--- config.mk ---
export PLATFORM = sky130hd
export DESIGN_NAME = complete_arbiter
export DESIGN_NICKNAME = d
export VERILOG_FILES = /design/src/rtl/complete_arbiter_pkg.sv /design/src/rtl/complete_fifo.sv /design/src/rtl/complete_arbiter.sv
export SDC_FILE = /design/constraint.sdc
export NUM_CORES = 1
export LEC_CHECK = 0
export ABC_CLOCK_PERIOD_IN_PS = 4000
export CAP_MARGIN = 20
export CORE_UTILIZATION = 30
export CTS_CLUSTER_DIAMETER = 60
export DETAILED_ROUTE_END_ITERATION = 10
export PLACE_DENSITY_LB_ADDON = 0.2
export SETUP_SLACK_MARGIN = 0.2
export SYNTH_ARGS = -nofsm -noshare
export SYNTH_HDL_FRONTEND = slang
export SYNTH_SLANG_ARGS = --single-unit
--- constraint.sdc ---
create_clock -name clock -period 4 [get_ports clock]
set_input_delay 0.8 -clock clock [delete_from_list [all_inputs] [get_ports clock]]
set_output_delay 0.8 -clock clock [all_outputs]
set_load 0.02 [all_outputs]
--- src/rtl/complete_arbiter_pkg.sv ---
// Shared complete-stage definitions: ROB sizing and the complete->retire packet.
// Latency: n/a (types and constants only).
// Backpressure: n/a.
package complete_arbiter_pkg;

    localparam int ROB_SZ    = 32;
    localparam int ROB_IDX_W = $clog2(ROB_SZ);

    // Packet handed from a functional unit to the complete stage and on to retire.
    typedef struct packed {
        logic                 valid;
        logic [ROB_IDX_W-1:0] rob_index;
        logic [5:0]           dest_preg;
        logic [31:0]          value;
    } CO_RE_PACKET;

endpackage

--- src/rtl/complete_fifo.sv ---
// Per-FU buffer of completed packets (DEPTH entries, FIFO order).
// Latency: a push is visible at head the cycle after the push edge; no bypass.
// Backpressure: push is ignored while full; pop ignored while empty; flush/reset empty it in one edge.
//
// Ports: clock/reset (sync, active-high), flush, push + push_data, pop,
//        head (oldest entry, meaningless when empty), count, full, empty.
module complete_fifo
    import complete_arbiter_pkg::*;
#(
    parameter int DEPTH = 2,
    localparam int CNT_W = $clog2(DEPTH + 1),
    localparam int PTR_W = (DEPTH > 1) ? $clog2(DEPTH) : 1
) (
    input  logic             clock,
    input  logic             reset,
    input  logic             flush,
    input  logic             push,
    input  CO_RE_PACKET      push_data,
    input  logic             pop,
    output CO_RE_PACKET      head,
    output logic [CNT_W-1:0] count,
    output logic             full,
    output logic             empty
);

    CO_RE_PACKET      mem_q [DEPTH];
    logic [PTR_W-1:0] wr_ptr_q;
    logic [PTR_W-1:0] rd_ptr_q;
    logic [CNT_W-1:0] count_q;
    logic [CNT_W-1:0] count_d;
    logic             do_push;
    logic             do_pop;

    // Pointers wrap at DEPTH, which need not be a power of two.
    function automatic logic [PTR_W-1:0] ptr_inc(input logic [PTR_W-1:0] p);
        return (p == PTR_W'(DEPTH - 1)) ? '0 : p + PTR_W'(1);
    endfunction

    assign full    = (count_q == CNT_W'(DEPTH));
    assign empty   = (count_q == '0);
    assign count   = count_q;
    assign head    = mem_q[rd_ptr_q];
    assign do_push = push && !full && !flush && !reset;
    assign do_pop  = pop && !empty;

    always_comb begin
        count_d = count_q;
        case ({do_push, do_pop})
            2'b10:   count_d = count_q + CNT_W'(1);
            2'b01:   count_d = count_q - CNT_W'(1);
            default: count_d = count_q;
        endcase
    end

    // Storage carries no reset; validity is tracked by count_q alone.
    always_ff @(posedge clock) begin
        if (do_push) begin
            mem_q[wr_ptr_q] <= push_data;
        end
    end

    always_ff @(posedge clock) begin
        if (reset || flush) begin
            wr_ptr_q <= '0;
            rd_ptr_q <= '0;
            count_q  <= '0;
        end else begin
            if (do_push) wr_ptr_q <= ptr_inc(wr_ptr_q);
            if (do_pop)  rd_ptr_q <= ptr_inc(rd_ptr_q);
            count_q <= count_d;
        end
    end

endmodule

--- src/rtl/complete_arbiter.sv ---
// Arbitrates buffered FU completions onto the single registered complete->retire packet.
// Latency: 2 cycles from fu_packet presentation to co_packet (buffer, then registered grant).
// Backpressure: fu_ready[i] low while buffer i is full (count at cycle start), in reset or squash.
//
// Ports: clock/reset (sync, active-high); fu_packet[i]/fu_ready[i] per-FU request/accept;
//        rob_head (ROB head for priority grant); squash (flush all buffers);
//        co_packet/co_grant registered winner packet and one-hot source.
module complete_arbiter
    import complete_arbiter_pkg::*;
#(
    parameter int NUM_REQ   = 4,
    parameter int BUF_DEPTH = 2
) (
    input  logic                 clock,
    input  logic                 reset,
    input  CO_RE_PACKET          fu_packet [NUM_REQ],
    output logic [NUM_REQ-1:0]   fu_ready,
    input  logic [ROB_IDX_W-1:0] rob_head,
    input  logic                 squash,
    output CO_RE_PACKET          co_packet,
    output logic [NUM_REQ-1:0]   co_grant
);

    localparam int IDX_W = $clog2(NUM_REQ);
    localparam int CNT_W = $clog2(BUF_DEPTH + 1);

    CO_RE_PACKET        head  [NUM_REQ];
    logic [CNT_W-1:0]   count [NUM_REQ];
    logic [NUM_REQ-1:0] full;
    logic [NUM_REQ-1:0] empty;
    logic [NUM_REQ-1:0] push;
    logic [NUM_REQ-1:0] pop;
    logic [NUM_REQ-1:0] match;

    logic               match_found;
    logic               rr_found;
    logic               grant;
    logic [IDX_W-1:0]   match_idx;
    logic [IDX_W-1:0]   rr_idx;
    logic [IDX_W-1:0]   slot_idx;
    logic [IDX_W-1:0]   winner;
    int                 slot;

    logic [IDX_W-1:0]   rr_ptr_q,    rr_ptr_d;
    CO_RE_PACKET        co_packet_q, co_packet_d;
    logic [NUM_REQ-1:0] co_grant_q,  co_grant_d;

    for (genvar g = 0; g < NUM_REQ; g++) begin : g_buf
        assign fu_ready[g] = !reset && !squash && (count[g] < CNT_W'(BUF_DEPTH));
        assign push[g]     = fu_packet[g].valid && fu_ready[g];

        complete_fifo #(.DEPTH(BUF_DEPTH)) u_fifo (
            .clock     (clock),
            .reset     (reset),
            .flush     (squash),
            .push      (push[g]),
            .push_data (fu_packet[g]),
            .pop       (pop[g]),
            .head      (head[g]),
            .count     (count[g]),
            .full      (full[g]),
            .empty     (empty[g])
        );

        always_ff @(posedge clock) begin
            if (!reset) assert (full[g] == (count[g] == CNT_W'(BUF_DEPTH)));
        end
    end

    always_comb begin
        match = '0;
        for (int i = 0; i < NUM_REQ; i++) begin
            match[i] = !empty[i] && (head[i].rob_index == rob_head);
        end
    end

    // Both scans run from the far end so the last hit, i.e. the lowest index
    // (or the slot closest to rr_ptr), is the one that sticks.
    always_comb begin
        match_found = 1'b0;
        match_idx   = '0;
        for (int i = NUM_REQ - 1; i >= 0; i--) begin
            if (match[i]) begin
                match_found = 1'b1;
                match_idx   = IDX_W'(i);
            end
        end

        rr_found = 1'b0;
        rr_idx   = '0;
        slot     = 0;
        slot_idx = '0;
        for (int k = NUM_REQ - 1; k >= 0; k--) begin
            slot = int'(rr_ptr_q) + k;
            if (slot >= NUM_REQ) slot = slot - NUM_REQ;
            slot_idx = IDX_W'(slot);
            if (!empty[slot_idx]) begin
                rr_found = 1'b1;
                rr_idx   = slot_idx;
            end
        end

        winner = match_found ? match_idx : rr_idx;
        // A head match implies a candidate, so rr_found alone says "someone is waiting".
        grant  = rr_found && !squash;
        pop    = grant ? (NUM_REQ'(1) << winner) : '0;

        co_grant_d  = pop;
        co_packet_d = '0;
        if (grant) begin
            co_packet_d       = head[winner];
            co_packet_d.valid = 1'b1;
        end

        rr_ptr_d = rr_ptr_q;
        if (grant) begin
            rr_ptr_d = (winner == IDX_W'(NUM_REQ - 1)) ? '0 : winner + IDX_W'(1);
        end
    end

    always_ff @(posedge clock) begin
        if (reset) begin
            rr_ptr_q    <= '0;
            co_packet_q <= '0;
            co_grant_q  <= '0;
        end else begin
            rr_ptr_q    <= rr_ptr_d;
            co_packet_q <= co_packet_d;
            co_grant_q  <= co_grant_d;
        end
    end

    // Two heads matching the ROB head means the ROB handed out a duplicate index.
    always_ff @(posedge clock) begin
        if (!reset && !squash) assert ($countones(match) <= 1);
    end

    assign co_packet = co_packet_q;
    assign co_grant  = co_grant_q;

endmodule

==> results.py, run 1 <==
metrics = {
    "timing": {
        "hold_viol": 0,
        "setup_viol": 0,
        "layout_setup_ws_ns": 0.437,
        "relSlewSlack_pct": 42.2,
        "timing.final.crit_share_pct": 89.1,
        "fmax_mhz": 281,
        "period_needed_ns": 3.56,
        "worst_hold_slack_ns": 0.523,
        "grt_setup_unrepaired": "false",
        "fin_skew_ns": 0.0199,
        "tightest_slew_ns": 0.867,
        "setup_tns_ns": 0,
        "slew_viol_final": 0,
    },
    "critical_path": {
        "slowest_stage": "clkdlybuf4s50_1",
        "worstPathRequired_ns": 3.20,
        "r2r_slack_ns": 0.59,
        "path_buf_inv": 2,
        "startpoint_type": "input port",
        "path_cells": "clkdlybuf4s50_1 -> or2_2 -> nor2_1 -> clkdlybuf4s50_1",
        "max_stage_delay_ns": 0.70,
        "end_kind": "output pin",
        "critical_path.max_fanout": 16,
        "critPathKind": "in -> out",
        "arrival_ns": 2.76,
        "cp_top_family": "buffers and inverters",
        "path_common_cell": "clkdlybuf4s50_1",
    },
    "floorplanning": {
        "initial_core_util_pct": 30.4,
        "ios": 236,
        "die-height_um": 233,
        "core_area_um2": 52700,
        "die_w_um": 233,
        "fp.dieArea_um2": 54200,
        "num_rows": 84,
    },
    "finish": {
        "drive_above_1_share_pct": 18.2,
        "antenna_cells": 0,
        "syn2layout_area_growth_pct": 30.7,
        "multiInputGateArea_um2": 4100,
        "fin_cells": 1889,
        "final_util_pct": 39.7,
        "register_area_um2": 11700,
        "n_fill_cell": 4789,
        "layout.nets": 1355,
    },
    "placed_design": {
        "place_congestion": 0.763,
        "place_hpwl_um": 26100,
        "place_ws_ns": 0.0784,
        "port-buffer-count": 235,
        "dp.cells": 1802,
    },
    "clock_tree": {
        "cts_tree": "done",
        "clk_path_buf_depth": 3,
        "cts_sinks": 414,
        "clkLatencyLatePin_ns": 0.57,
        "cts.clk_slew.worst_paths_ns": 0.06,
        "cts_resized": 0,
        "numCtsBuffers": 47,
        "root_buffer": "clkbuf_16",
        "cts_max_level": 2,
        "cts-hold-fix-buffers": 0,
        "cts_setup_buffers": 0,
    },
    "detailed_routing": {
        "wirelength_um": 40500,
        "initialDrtViolationCount": 386,
        "route.detailed.drc": 0,
        "antenna_left": 0,
        "vias_per_cell": 4.47,
        "firstDrtPassIters": 4,
        "num_vias": 8438,
        "wire_per_inst_um": 21.4,
    },
    "yosys": {
        "synth_edf_count": 344,
        "ys_top_cells_by_area": "edfxtp_1, mux2i_1, dfxtp_1, mux2_2, mux2_4",
        "synth_top_area_share_pct": 64.6,
        "netlist_area_um2": 16000,
        "syn_inst": 893,
        "yosysWarnings": 0,
        "yosysSeqAreaShare_pct": 73.3,
        "synthDistinctLibCells": 37,
        "synth_common_cells": "edfxtp_1, mux2i_1, dfxtp_1",
        "postSynthAreaPerCell_um2": 17.9,
        "yosysTopAreaCell": "edfxtp_1",
        "ys.flop_type": "edfxtp_1",
        "syn_nets": 1085,
        "yosys.cell_count.top_type": "edfxtp_1",
        "ys_async_sr_fraction_pct": 0,
        "synth_seq_cells": 414,
    },
    "global_route": {
        "antenna_found_initial": 0,
        "gr-usage-all-layers_pct": 14.9,
        "grt_start_max_net_pins": 48,
        "grt_pass1_vias": 8783,
        "gr-total-overflow": 0,
        "grt_pass1_wl_um": 57800,
    },
    "run": {
        "cap_violations": 0,
    },
    "pwr": {
        "ir_worst_vdd_uv": 361,
        "leakagePower_nw": 6.57,
        "p_per_area_nw_per_um2": 452,
    },
    "status": {
        "outcome": "completed",
    },
    "min_path": {
        "hold_class": "reg -> reg",
    },
}
[power by group]
group | internal (W) | switching (W)
sequential | 0.00474 | 0.0000194
clock | 0.00249 | 0.00168
combinational | 0.000292 | 0.000233
[flip-flops by register name (all words and copies together), names as in the netlist, named ones only]
name                   flops
co_packet                 44
co_grant                   4
g_buf.u_fifo.mem_q       344
rr_ptr_q                   2
g_buf.u_fifo.count         8
g_buf.u_fifo.wr_ptr_q      4
g_buf.u_fifo.rd_ptr_q      4
[area by class of cell]
class	instances	area share (%)
Multi-Input combinational cell	434	19.6
Sequential cell	414	56.2
Clock buffer	63	6.26
Inverter	3	0.0539
Clock inverter	24	0.940
Timing Repair Buffer	263	12.8
Tap cell	688	4.12
[per-stage QoR]
stage | power, W | area [um2]
after floorplan | 0.00506 | 16000
after global placement | 0.00538 | 19400
after detailed placement | 0.00538 | 19400
after CTS | 0.00960 | 20900
after global routing | 0.00980 | 20900
final | 0.00945 | 20900
[placed cells by master, fill, tap and decap left out, types with 8 or more instances in the layout]
cell | Yosys | final
clkdlybuf4s50_1 | 0 | 235
clkinv_1 | 0 | 8
clkbuf_16 | 0 | 49
o22ai_1 | 23 | 23
clkbuf_1 | 19 | 11
buf_12 | 0 | 9
ha_1 | 8 | 8
mux2_2 | 66 | 66
o22ai_2 | 20 | 20
clkinv_2 | 0 | 10
dfxtp_1 | 70 | 66
o21ai_0 | 8 | 8
mux2i_1 | 172 | 172
buf_4 | 0 | 19
mux2_4 | 20 | 20
edfxtp_1 | 344 | 344
nor2_1 | 32 | 28
xnor2_1 | 16 | 16
xor2_1 | 20 | 20
[path summary, 6_finish.rpt]
check / startpoint / endpoint / cells past startpoint
hold / removal: g_buf[0].u_fifo.rd_ptr_q / g_buf[0].u_fifo.rd_ptr_q / 2
setup reg to reg: flop / g_buf[3].u_fifo.count[1] / 11
setup / recovery: squash / fu_ready[0] / 4
hold reg to reg: g_buf[0].u_fifo.rd_ptr_q / g_buf[0].u_fifo.rd_ptr_q / 2
[tightest hold or removal path, delay by kind of cell, from the launching register on]
kind          cells  cell delay, ns
simple gates      1            0.08
xor+xnor          1            0.09
flops             1            0.32
[cells by family after synthesis]
family | Yosys count | synth area share, %
compound gates | 67 | 3.41
buf+inv | 45 | 1.37
fa+ha+maj | 8 | 0.626
flops | 414 | 73.3
mux | 258 | 17.3
xor+xnor | 36 | 1.97
simple gates | 65 | 1.99
[routing by layer]
metal | track usage [%] | part of all wire [%] | vias to the layer above
met1 | 19.8 | 46 | 4193
met2 | 24.5 | 48 | 184
met3 | 3.27 | 4.5 | 47
met4 | 3.96 | 1.9 | 0
met5 | 0 | 0 | -
li1 | - | - | 4014
No activity file was read; power rests on OpenSTA's default activity.
==> inputs of run 2 (changes only) <==
- CORE_ASPECT_RATIO: unset -> 0.6
==> run 2 against run 1 <==
  * Cell area shrank 0.23%
  * Via count grew 0.20%
  * Clock skew grew 0.0083 ns
  * Die area is essentially flat
  * Largest cell class unchanged
  * Largest power group unchanged
==> results.py, run 2 (synthesis results as in run 1) <==
metrics = {
    "run": {
        "cap_violations": 0,
    },
    "clock_tree": {
        "root_buffer": "clkbuf_16",
        "numCtsBuffers": 43,
        "cts_max_level": 2,
        "cts_tree": "done",
        "cts-hold-fix-buffers": 0,
        "cts_sinks": 414,
        "cts.clk_slew.worst_paths_ns": 0.06,
        "clkLatencyLatePin_ns": 0.55,
        "clk_path_buf_depth": 3,
    },
    "critical_path": {
        "r2r_cells": 12,
        "worstPathRequired_ns": 4.47,
        "arrival_ns": 4.02,
        "reg2reg_to": "g_buf[2].u_fifo.count[1]",
        "startpoint_type": "flop",
        "end_kind": "flop",
        "critical_path.max_fanout": 11,
        "r2r_slack_ns": 0.46,
        "critPathKind": "reg -> reg",
    },
    "timing": {
        "setup_viol": 0,
        "slew_viol_final": 0,
        "period_needed_ns": 3.54,
        "timing.final.crit_share_pct": 88.6,
        "tightest_slew_ns": 0.775,
        "grt_setup_unrepaired": "false",
        "hold_viol": 0,
        "fmax_mhz": 282,
        "fin_skew_ns": 0.0282,
        "relSlewSlack_pct": 48.4,
        "setup_tns_ns": 0,
    },
    "pwr": {
        "report.power.total_w": 0.00935,
        "ir_worst_vdd_uv": 267,
        "swShare_pct": 21.0,
        "clkPwrFrac_pct": 43.1,
        "switching_power_w": 0.00196,
        "power_frac_seq_pct": 50.9,
        "leakagePower_nw": 6.53,
        "comb_power_share_pct": 5.9,
        "p_per_area_nw_per_um2": 448,
        "p_int_w": 0.00739,
    },
    "global_route": {
        "antenna_found_initial": 3,
        "gr-total-overflow": 0,
        "grt_pass1_wl_um": 58900,
        "grt_start_max_net_pins": 62,
        "gr-usage-all-layers_pct": 15.2,
        "grt_pass1_vias": 8478,
    },
    "floorplanning": {
        "ios": 236,
        "die_w_um": 300,
        "die-height_um": 181,
        "num_rows": 65,
        "fp.dieArea_um2": 54300,
        "core_area_um2": 52600,
        "initial_core_util_pct": 30.4,
    },
    "detailed_routing": {
        "wirelength_um": 41800,
        "vias_per_cell": 4.47,
        "route.detailed.drc": 0,
        "initialDrtViolationCount": 436,
        "firstDrtPassIters": 7,
        "antenna_left": 0,
        "wire_per_inst_um": 22.1,
        "num_vias": 8455,
    },
    "finish": {
        "final_util_pct": 39.6,
        "mostFrequentLayoutCell": "edfxtp_1",
        "syn2layout_area_growth_pct": 30.4,
        "top_register": "g_buf.u_fifo.mem_q",
        "design_area_um2": 20900,
        "fin_cells": 1892,
        "largest_reg_flops": 344,
        "mostFrequentLayoutCells": "edfxtp_1, clkdlybuf4s50_1, mux2i_1",
        "drive_above_1_share_pct": 18.4,
        "antenna_cells": 0,
        "layout.nets": 1348,
    },
    "placed_design": {
        "place_area_um2": 19400,
        "port-buffer-count": 235,
        "place_hpwl_um": 29100,
        "dp.cells": 1814,
        "place_congestion": 0.889,
    },
    "status": {
        "outcome": "completed",
    },
    "min_path": {
        "min_path_cells": 2,
        "hold_class": "reg -> reg",
        "min_from": "g_buf[3].u_fifo.rd_ptr_q",
    },
}
-- run 2: cell types whose count changed in the layout (fill, tap and decap cells not counted), moves of 3 or more --
cell	previous run	this run
dfxtp_4	4	1
clkbuf_1	11	4
mux2i_2	0	4
clkbuf_16	49	45
buf_4	19	14
mux2i_1	172	168
clkinv_2	10	7
dfxtp_2	0	3
-- run 2: final cells by class --
class | instances | area, um2
Fill cell | 4843 | 31800
Sequential cell | 414 | 11700
Multi-Input combinational cell | 434 | 4120
Timing Repair Buffer | 260 | 2680
Clock buffer | 51 | 1170
Tap cell | 703 | 880
Clock inverter | 27 | 258
Inverter | 3 | 11.3
-- run 2: worst max-delay path, stage by stage (launching register included) --
cell and delay, ns:
dfxtp_4 0.49, mux2i_2 0.40, xnor2_1 0.12, nor4_1 0.41, a22oi_1 0.11, o21ai_0 0.26, and2_1 0.29, inv_1 0.10
ha_1 0.21, nor3b_1 0.16, ha_1 0.37, or3_1 0.37, a21oi_1 0.18
-- run 2: stage by stage --
step | setup WS, ns | hold slack, ns
final | 0.455 | 0.511
after CTS | 0.278 | 0.512
after floorplan | 0.674 | 0.472
after detailed placement | -0.0437 | 0.496
after global placement | 0.0857 | 0.484
after global routing | 0.232 | 0.541
-- run 2: metal layers --
| layer | up-vias | share of wire (%) | track usage, % |
|---|---|---|---|
| li1 | 3987 | - | - |
| met1 | 4229 | 51 | 22.9 |
| met2 | 181 | 42 | 21.7 |
| met3 | 56 | 5.6 | 3.97 |
| met4 | 2 | 1.8 | 3.31 |
| met5 | - | 0.029 | 0 |
-- run 2: power groups by stage --
stage	clock, W	combinational, W	sequential (W)
final	0.00403	0.000556	0.00476
after CTS	0.00417	0.000563	0.00476
after floorplan	0	0.000193	0.00487
after global placement	0	0.000553	0.00485
after global routing	0.00434	0.000591	0.00477
after detailed placement	0	0.000560	0.00486
-- run 2: worst max path at each step --
stage / startpoint / end
after CTS: flop / g_buf[3].u_fifo.count[1]
after detailed placement: rob_head[2] / g_buf[3].u_fifo.count[1]
after floorplan: squash / g_buf[2].u_fifo.mem_q[0][0]
final: flop / g_buf[2].u_fifo.count[1]
after global routing: flop / g_buf[2].u_fifo.count[1]
after global placement: rob_head[2] / g_buf[3].u_fifo.count[1]
-- run 2: what timing repair did --
item | CTS | global route
resized for setup | 0 | 7
setup buffers | 0 | 0
endpoints found under the hold margin | 0 | 0
endpoints found under the setup margin | 0 | 5
==> inputs of run 3 (changes only) <==
- HOLD_SLACK_MARGIN: unset -> 0.03
- MAX_ROUTING_LAYER: unset -> met4
==> run 3 against run 2 <==
  * Sequential share of layout area about the same
  * Count of clock-buffer cells in the layout unchanged
  * Critical path depth unchanged
  * Sequential power about the same
  * Critical path type unchanged
  * Highest routed layer is now met4
==> results.py, run 3 (synthesis results as in run 1) <==
metrics = {
    "detailed_routing": {
        "vias_per_cell": 4.49,
        "num_vias": 8508,
        "antenna_left": 0,
        "wirelength_um": 41800,
        "firstDrtPassIters": 5,
        "wire_per_inst_um": 22.1,
        "route.detailed.drc": 0,
        "initialDrtViolationCount": 406,
    },
    "pwr": {
        "swShare_pct": 21.0,
        "ir_worst_vdd_uv": 268,
        "switching_power_w": 0.00196,
        "power_frac_seq_pct": 50.9,
        "comb_power_share_pct": 5.9,
        "leakagePower_nw": 6.53,
        "p_per_area_nw_per_um2": 449,
        "clkPwrFrac_pct": 43.1,
        "p_int_w": 0.00739,
    },
    "critical_path": {
        "arrival_ns": 4.06,
        "end_kind": "flop",
        "r2r_slack_ns": 0.41,
        "path_common_cell": "ha_1",
        "max_stage_delay_ns": 0.49,
        "path_cells": "mux2i_2 -> xnor2_1 -> nor4_1 -> a22oi_1 -> o21ai_0 -> and2_1 -> inv_1 -> ha_1 -> nor3b_1 -> ha_1 -> or3_1 -> a21oi_1",
        "path_buf_inv": 1,
        "worstPathRequired_ns": 4.47,
        "startpoint_type": "flop",
        "cp_top_family": "simple AND/OR/NAND/NOR gates",
        "critPathKind": "reg -> reg",
        "cp.depth": 12,
        "slowest_stage": "dfxtp_4",
        "critical_path.max_fanout": 11,
        "reg2reg_to": "g_buf[2].u_fifo.count[1]",
        "worstSetupEndpoint": "g_buf[2].u_fifo.count[1]",
        "r2r_cells": 12,
    },
    "run": {
        "cap_violations": 0,
    },
    "status": {
        "outcome": "completed",
    },
    "global_route": {
        "gr-usage-all-layers_pct": 15.7,
        "antenna_found_initial": 3,
        "grt_pass1_wl_um": 59000,
        "grt_start_max_net_pins": 62,
        "gr-total-overflow": 0,
        "grt_pass1_vias": 8452,
    },
    "timing": {
        "period_needed_ns": 3.59,
        "fmax_mhz": 279,
        "slew_viol_final": 0,
        "timing.final.crit_share_pct": 89.7,
        "tightest_slew_ns": 0.769,
        "setup_viol": 0,
        "grt_setup_unrepaired": "false",
        "worst_hold_slack_ns": 0.511,
        "relSlewSlack_pct": 48.7,
        "fin_skew_ns": 0.0288,
        "hold_viol": 0,
    },
    "finish": {
        "design_area_um2": 20900,
        "mostFrequentLayoutCell": "edfxtp_1",
        "fin_cells": 1893,
        "layout.nets": 1348,
        "top_register": "g_buf.u_fifo.mem_q",
        "syn2layout_area_growth_pct": 30.4,
        "drive_above_1_share_pct": 18.4,
        "largest_reg_flops": 344,
        "mostFrequentLayoutCells": "edfxtp_1, clkdlybuf4s50_1, mux2i_1",
    },
    "clock_tree": {
        "cts_resized": 0,
        "root_buffer": "clkbuf_16",
        "cts_sinks": 414,
        "cts-hold-fix-buffers": 0,
        "cts_max_level": 2,
        "cts_setup_buffers": 0,
        "clk_path_buf_depth": 3,
        "cts_tree": "done",
        "cts.clk_slew.worst_paths_ns": 0.06,
        "clkLatencyLatePin_ns": 0.55,
        "numCtsBuffers": 43,
    },
    "placed_design": {
        "place_area_um2": 19400,
        "dp.cells": 1814,
        "port-buffer-count": 235,
        "place_congestion": 0.904,
        "place_hpwl_um": 29100,
    },
    "floorplanning": {
        "fp.dieArea_um2": 54300,
        "ios": 236,
        "die_w_um": 300,
        "num_rows": 65,
        "die-height_um": 181,
        "core_area_um2": 52600,
        "initial_core_util_pct": 30.4,
    },
    "min_path": {
        "hold_class": "reg -> reg",
    },
}
==> run 3: cell count changes in the layout (fill, tap and decap cells not counted), sizes merged <==
cell,previous run,this run
diode,0,1
==> run 3: layer usage <==
layer	vias to the layer above	wire length (um)	share of wire [%]	global-route usage, %
met3	56	2480	5.9	3.96
li1	3983	-	-	-
met4	0	772	1.8	3.31
met2	204	17600	42	21.5
met1	4265	21000	50	23.1
met5	-	0	0	-
==> run 3: area by class of cell <==
type	count	area [um2]
well taps	703	880
diodes	1	2.50
repair buffers	260	2680
inverters	3	11.3
multi-input cells	434	4120
fillers	4843	31800
clock buffers	51	1170
flip-flops and latches	414	11700
clock inverters	27	258
==> run 3: worst min-delay path by stage <==
stage,startpoint,end,slack [ns],depth (start not counted)
3_5_place_dp,g_buf[3].u_fifo.rd_ptr_q,flop,0.50,2
5_1_grt,g_buf[3].u_fifo.rd_ptr_q,flop,0.54,2
2_1_floorplan,g_buf[2].u_fifo.count[1],g_buf[2].u_fifo.count[1],0.47,2
3_3_place_gp,g_buf[2].u_fifo.count[1],g_buf[2].u_fifo.count[1],0.48,2
6_report,g_buf[3].u_fifo.rd_ptr_q,flop,0.51,2
4_1_cts,g_buf[3].u_fifo.rd_ptr_q,flop,0.51,2
==> run 3: power groups by stage <==
stage                     logic (W)  registers (W)  clock network [W]
after floorplan            0.000193        0.00487                  0
after global placement     0.000553        0.00485                  0
after detailed placement   0.000560        0.00486                  0
after CTS                  0.000563        0.00476            0.00417
after global routing       0.000592        0.00477            0.00434
final                      0.000556        0.00476            0.00403
==> run 3: worst reg2reg max path, stage by stage (launching register included) <==
cell,delay [ns]
dfxtp_4,0.49
mux2i_2,0.42
xnor2_1,0.12
nor4_1,0.45
a22oi_1,0.11
o21ai_0,0.27
and2_1,0.29
inv_1,0.10
ha_1,0.21
nor3b_1,0.16
ha_1,0.37
or3_1,0.37
a21oi_1,0.18
==> run 3: per-stage QoR <==
| stage | util (%) | setup TNS [ns] | worst slack (ns) | power, W |
|---|---|---|---|---|
| final | 39.6 | 0 | 0.410 | 0.00935 |
| after floorplan | - | 0 | 0.674 | 0.00506 |
| after CTS | 39.6 | 0 | 0.278 | 0.00950 |
| after detailed placement | 36.9 | -0.0437 | -0.0437 | 0.00542 |
| after global routing | 39.6 | 0 | 0.232 | 0.00969 |
| after global placement | 36.9 | 0 | 0.0857 | 0.00541 |
